**config.mk**
```make
export PLATFORM = sky130hd
export DESIGN_NAME = msk_encode_pipe_flat
export DESIGN_NICKNAME = d
export VERILOG_FILES = /design/src/rtl/msk_encode_pipe_pkg.sv /design/src/rtl/msk_encode_pipe_if.sv /design/src/rtl/msk_encode_pipe_fifo2.sv /design/src/rtl/msk_encode_pipe.sv /design/src/flat_wrapper.sv
export SDC_FILE = /design/constraint.sdc
export NUM_CORES = 1
export LEC_CHECK = 0
export CAP_MARGIN = 30
export CORE_AREA = 8 8 45 47
export CTS_CLUSTER_DIAMETER = 150
export DETAILED_ROUTE_END_ITERATION = 10
export DIE_AREA = 0 0 53 55
export HOLD_SLACK_MARGIN = 0.03
export PLACE_DENSITY_LB_ADDON = 0.12
export SLEW_MARGIN = 15
export SYNTH_ARGS = -nofsm -noshare
export SYNTH_HDL_FRONTEND = slang
export SYNTH_SLANG_ARGS = --single-unit
export TNS_END_PERCENT = 1
```
**constraint.sdc**
```tcl
create_clock -name clk -period 4.1 [get_ports clk]
set_input_delay 0.615 -clock clk [delete_from_list [all_inputs] [get_ports clk]]
set_output_delay 0.615 -clock clk [all_outputs]
set_load 0.05 [all_outputs]
```
**src/rtl/msk_encode_pipe_pkg.sv**
```systemverilog
// Shared encode helpers for the masking pipeline: share indexing plus trivial
// and randomised Boolean sharing of a public word.
package msk_pkg;

    localparam int MAX_W = 128;

    typedef logic [$clog2(MAX_W)-1:0] idx_t;

    function automatic idx_t share_bit(input int i, input int j, input int d);
        return idx_t'(i * d + j);
    endfunction

    function automatic logic [MAX_W-1:0] msk_encode_trivial(
        input logic [MAX_W-1:0] cst,
        input int               d,
        input int               count
    );
        logic [MAX_W-1:0] r;
        r = '0;
        for (int i = 0; i < count; i++) begin
            r[share_bit(i, d - 1, d)] = cst[idx_t'(i)];
        end
        return r;
    endfunction

    // The last share absorbs the parity of the random shares so each group still XORs to cst[i].
    function automatic logic [MAX_W-1:0] msk_encode_rand(
        input logic [MAX_W-1:0] cst,
        input logic [MAX_W-1:0] rnd,
        input int               d,
        input int               count
    );
        logic [MAX_W-1:0] r;
        logic             acc;
        r = '0;
        for (int i = 0; i < count; i++) begin
            acc = cst[idx_t'(i)];
            for (int j = 0; j < d - 1; j++) begin
                r[share_bit(i, j, d)] = rnd[idx_t'(i * (d - 1) + j)];
                acc = acc ^ rnd[idx_t'(i * (d - 1) + j)];
            end
            r[share_bit(i, d - 1, d)] = acc;
        end
        return r;
    endfunction

endpackage

```
**src/rtl/msk_encode_pipe_if.sv**
```systemverilog
// Valid/ready bundle between the public word/randomness sources, the encoder
// and the masked datapath; master is the environment side, slave the encoder.
interface msk_encode_pipe_if #(
    parameter int d     = 2,
    parameter int count = 1
);
    localparam int RW = (count * (d - 1) > 0) ? count * (d - 1) : 1;

    logic                 in_valid;
    logic                 in_ready;
    logic [count-1:0]     cst;
    logic                 rnd_valid;
    logic                 rnd_ready;
    logic [RW-1:0]        rnd;
    logic                 out_valid;
    logic                 out_ready;
    logic [count*d-1:0]   out;

    modport master (
        output in_valid, cst, rnd_valid, rnd, out_ready,
        input  in_ready, rnd_ready, out_valid, out
    );

    modport slave (
        input  in_valid, cst, rnd_valid, rnd, out_ready,
        output in_ready, rnd_ready, out_valid, out
    );

endinterface

```
**src/rtl/msk_encode_pipe_fifo2.sv**
```systemverilog
// Two-entry valid/ready buffer; keeps one word per cycle flowing while the
// output side stalls for a cycle, and never exposes unregistered data.
module msk_fifo2 #(
    parameter int WIDTH = 8
) (
    input  logic             clk,
    input  logic             rst_n,
    input  logic             i_push,
    input  logic [WIDTH-1:0] i_data,
    input  logic             i_pop,
    output logic             o_full,
    output logic             o_valid,
    output logic [WIDTH-1:0] o_data
);

    logic [WIDTH-1:0] r_mem [2];
    logic             r_head;
    logic             r_tail;
    logic [1:0]       r_occ;
    logic             w_doPush;
    logic             w_doPop;

    // A full buffer refuses pushes even when the head leaves in the same cycle.
    assign w_doPush = i_push && (r_occ != 2'd2);
    assign w_doPop  = i_pop  && (r_occ != 2'd0);

    always_ff @(posedge clk or negedge rst_n) begin
        if (!rst_n) begin
            r_mem[0] <= '0;
            r_mem[1] <= '0;
            r_head   <= 1'b0;
            r_tail   <= 1'b0;
            r_occ    <= 2'd0;
        end else begin
            if (w_doPush) begin
                r_mem[r_tail] <= i_data;
                r_tail        <= ~r_tail;
            end
            if (w_doPop) begin
                r_head <= ~r_head;
            end
            r_occ <= r_occ + 2'(w_doPush) - 2'(w_doPop);
        end
    end

    assign o_full  = (r_occ == 2'd2);
    assign o_valid = (r_occ != 2'd0);
    assign o_data  = r_mem[r_head];

endmodule

```
**src/rtl/msk_encode_pipe.sv**
```systemverilog
// Registered encoder turning a public word into a d-share Boolean sharing,
// trivially or with fresh randomness, behind a two-entry output buffer.
module msk_encode_pipe
    import msk_pkg::*;
#(
    parameter int d         = 2,
    parameter int count     = 1,
    parameter bit RANDOMIZE = 1'b1
) (
    input  logic             clk,
    input  logic             rst_n,
    msk_encode_pipe_if.slave bus
);

    localparam int W          = count * d;
    localparam bit RND_NEEDED = RANDOMIZE && (d > 1);

    if (W > MAX_W) begin : g_widthGuard
        $error("msk_encode_pipe: count*d exceeds msk_pkg::MAX_W");
    end

    logic [W-1:0] w_encoded;
    logic         w_full;
    logic         w_push;
    logic         w_pop;

    always_comb begin
        if (RND_NEEDED) begin
            w_encoded = W'(msk_encode_rand(MAX_W'(bus.cst), MAX_W'(bus.rnd), d, count));
        end else begin
            w_encoded = W'(msk_encode_trivial(MAX_W'(bus.cst), d, count));
        end
    end

    // Acceptance depends only on buffer space and randomness, never on out_ready.
    assign bus.in_ready  = !w_full && (bus.rnd_valid || !RND_NEEDED);
    assign bus.rnd_ready = RND_NEEDED && bus.in_valid && !w_full;

    assign w_push = bus.in_valid && bus.in_ready;
    assign w_pop  = bus.out_valid && bus.out_ready;

    msk_fifo2 #(
        .WIDTH (W)
    ) u_fifo (
        .clk     (clk),
        .rst_n   (rst_n),
        .i_push  (w_push),
        .i_data  (w_encoded),
        .i_pop   (w_pop),
        .o_full  (w_full),
        .o_valid (bus.out_valid),
        .o_data  (bus.out)
    );

endmodule

```
**src/flat_wrapper.sv**
```systemverilog
// flat-port wrapper written by rule: the top's interface ports become plain ports
module msk_encode_pipe_flat import msk_pkg::*;
#(
    parameter int d         = 2,
    parameter int count     = 1,
    parameter bit RANDOMIZE = 1'b1
)
  (clk, rst_n, bus_in_valid, bus_cst, bus_rnd_valid, bus_rnd, bus_out_ready, bus_in_ready, bus_rnd_ready, bus_out_valid, bus_out);
  msk_encode_pipe_if #(.d(d), .count(count)) bus_i ();
  input  logic clk;
  input  logic rst_n;
  input wire logic [$bits(bus_i.in_valid)-1:0] bus_in_valid;
  input wire logic [$bits(bus_i.cst)-1:0] bus_cst;
  input wire logic [$bits(bus_i.rnd_valid)-1:0] bus_rnd_valid;
  input wire logic [$bits(bus_i.rnd)-1:0] bus_rnd;
  input wire logic [$bits(bus_i.out_ready)-1:0] bus_out_ready;
  output wire logic [$bits(bus_i.in_ready)-1:0] bus_in_ready;
  output wire logic [$bits(bus_i.rnd_ready)-1:0] bus_rnd_ready;
  output wire logic [$bits(bus_i.out_valid)-1:0] bus_out_valid;
  output wire logic [$bits(bus_i.out)-1:0] bus_out;
  assign bus_i.in_valid = bus_in_valid;
  assign bus_i.cst = bus_cst;
  assign bus_i.rnd_valid = bus_rnd_valid;
  assign bus_i.rnd = bus_rnd;
  assign bus_i.out_ready = bus_out_ready;
  assign bus_in_ready = bus_i.in_ready;
  assign bus_rnd_ready = bus_i.rnd_ready;
  assign bus_out_valid = bus_i.out_valid;
  assign bus_out = bus_i.out;
  msk_encode_pipe #(.d(d), .count(count), .RANDOMIZE(RANDOMIZE)) u_core (.clk(clk), .rst_n(rst_n), .bus(bus_i));
endmodule
```
==> run summary <==
mean cell area of the mapped netlist -> 13.9 um2
maximum cell stage delay along the critical path -> 0.81 ns
net count reported at finish -> 55
TritonRoute pass-1 iters -> 2
Worst Setup End Kind -> output pin
initial antenna violation count -> 0
wire length on met3 -> 67 um
buffering stage count on the worst path with inverters included -> 2
pin count of the biggest net entering global routing -> 9
Leak -> 0.245 nW
Startpoint Class -> input port
worst hold-check path type -> reg -> reg
CTS tree -> done
Setup Total Neg Slack -> 0 ns
via count of the first global-routing pass -> 327
relative area change from synthesis to final layout -> 36.6%
max-capacitance violation count -> 0
largest buffer count on any clock path -> 2
number of cells traversed by the worst hold path -> 1
root buffer cell -> clkbuf_4
power density normalized to cell area -> 875 nW/um2
clock latency on the worst-skew pair -> 0.25 ns
detailed-route vias per instance -> 4.52
drt drc -> 0
number of buffers inserted by hold repair at cts -> 0
routed metal-1 wire length -> 372 um
worst-case register-to-register setup slack -> 2.37 ns
first-pass GRT wire length -> 1460 um
CP delay by family, top -> buffers and inverters
share of synthesized area occupied by flip-flops and latches -> 0.480
arrival time at the worst endpoint -> 2.12 ns
top metal layer carrying routed signals -> met3
Post-CTS Repair Setup Buffers -> 0
GRT Resource Usage Total -> 0.0703
post-synth design cell area -> 417 um2
number of ports placed on the die boundary -> 12
htree depth -> 1
HPWL after detailed placement -> 697 um
Final GP Congestion -> 0.617
antenna-violating nets left -> 0
total detailed-routing wirelength -> 892 um
run status -> complete, no violations
switching portion of total power -> 0.423
count of synthesis-stage warnings from yosys -> 0
Die Y-Extent -> 55 um
fraction of power consumed by the clock network -> 0.120
final slew viol count -> 0
critical path type -> in -> out
clock slew at reported path FFs -> 0.05 ns
Max rail drop VDD -> 0.289 mV
slowest CP cell -> clkdlybuf4s50_1
Std-Cell Rows -> 14
total vias in the final route -> 271
cell breakdown of the critical path -> clkdlybuf4s50_1 > and2_2 > clkdlybuf4s50_1
die width -> 53 um
upper clock frequency limit -> 0.365 GHz
cell count after synthesis -> 30
most frequent standard cell in the layout excluding fill and tap cells -> clkdlybuf4s50_1
register bit total from synthesis -> 8
unrepaired setup endpoints after global routing -> no
combinational share of power -> 0.573
final setup vio count -> 0
core footprint -> 1380 um2
internal power consumption -> 0.287 mW
post-synth net total -> 39
die outline area -> 2920 um2
number of CTS-inserted buffers -> 3
share of the cycle needed by the critical path after routing -> 0.668
hold slack final -> 0.496 ns
routed wire length on met2 -> 452 um
initial standard-cell utilization of the core -> 0.301
Sink Count -> 8
Port Buf Inserts -> 11
R2R depth -> 7
number of distinct library cell variants in the gate-level netlist after synthesis -> 15
worst slew pin tran -> 0.524 ns
instance count on the critical path -> 3
detailed-route wire length per cell -> 14.9 um
Switching Power -> 0.211 mW
leading cell types in the layout, fill and taps excluded -> 11 x clkdlybuf4s50_1, 8 x dfrtp_1, 3 x xnor2_1, 3 x clkbuf_4
diodes inserted -> 0
sequential group share of total power -> 0.307
proportion of layout cells with a drive suffix above 1 -> 0.273
Hold Fails Final Rpt -> 0
remaining global-route overflow -> 0
Crit path required time -> 3.48 ns
maximum net fanout on the critical path -> 4
Critical Path Most Common Cell -> clkdlybuf4s50_1
number of cells upsized or downsized after cts -> 0
setup clock skew after layout -> 0.00520 ns
Max transition margin -> 0.650
number of violations reported at the end of detailed-routing iteration 0 -> 5
time the final worst path needs with I/O delays and setup -> 2.74 ns
==> kinds of logic after synthesis <==
logic type,Yosys count,synth area share
AND/OR/NAND/NOR,8,0.165
buffers and inverters,1,0.00900
multiplexers,6,0.180
flip-flops,8,0.480
XOR/XNOR,5,0.105
adder cells (fa/ha/maj),2,0.0601
==> final timing paths <==
kind / start / to
min in group asynchronous: rst_n / u_core.u_fifo.r_occ[1]
max in group asynchronous: rst_n / u_core.u_fifo.r_head
setup / recovery: bus_in_valid / bus_rnd_ready
hold reg to reg: u_core.u_fifo.r_mem[0] / u_core.u_fifo.r_mem[0]
hold / removal: u_core.u_fifo.r_mem[0] / u_core.u_fifo.r_mem[0]
setup reg to reg: u_core.u_fifo.r_occ[1] / u_core.u_fifo.r_occ[1]
==> power groups by stage <==
stage / logic, mW / registers, mW / clock network, mW
finish: 0.285 / 0.153 / 0.0596
global route: 0.308 / 0.159 / 0.0662
CTS: 0.290 / 0.153 / 0.0629
detailed placement: 0.288 / 0.154 / 0
global placement: 0.279 / 0.152 / 0
floorplan: 0.214 / 0.146 / 0
==> synth_stat cells <==
cell type | instances | share of area
xor2_1 | 2 | 0.042
or2_1 | 1 | 0.015
nand3_1 | 1 | 0.012
dfrtp_1 | 8 | 0.48
nand2b_4 | 1 | 0.033
nand4_1 | 1 | 0.015
and2_2 | 2 | 0.036
inv_1 | 1 | 0.0090
and2_4 | 1 | 0.021
and4b_4 | 1 | 0.033
mux2_4 | 2 | 0.072
mux2_1 | 2 | 0.054
ha_1 | 2 | 0.060
xnor2_1 | 3 | 0.063
mux2_2 | 2 | 0.054
==> layout make-up <==
type                       count  area (um2)
timing repair buffer          11         110
sequential                     8         200
inverter                       1        3.75
tap                           16        20.0
fill                         125         815
clock buffer                   3        22.5
multi-input combinational     21         213
==> sequential cells by signal, indices dropped and copies added (netlist names) <==
signal,count
u_core.u_fifo.r_tail,1
u_core.u_fifo.r_occ,2
u_core.u_fifo.r_mem,4
u_core.u_fifo.r_head,1
==> worst register-to-register path, cell delays in order, from the launching register on <==
cell     delay (ns)
dfrtp_1        0.42
or2_1          0.26
and2_4         0.17
ha_1           0.26
inv_1          0.04
ha_1           0.18
xnor2_1        0.19
xnor2_1        0.14
==> stage by stage <==
step	std cells	power, mW	util	instance area (um2)	setup WS (ns)
global placement	57	0.431	0.395	547	1.42
CTS	60	0.505	0.411	569	1.36
floorplan	30	0.360	-	417	2.18
detailed placement	57	0.442	0.395	547	1.36
global route	60	0.532	0.411	569	1.33
finish	60	0.498	0.411	569	1.36
==> routing by layer <==
metal	GRT usage	vias up
met3	0.0294	0
met4	0.0388	0
met2	0.123	6
li1	-	130
met5	0	-
met1	0.0694	135
Power figures use the tool's default switching activity.
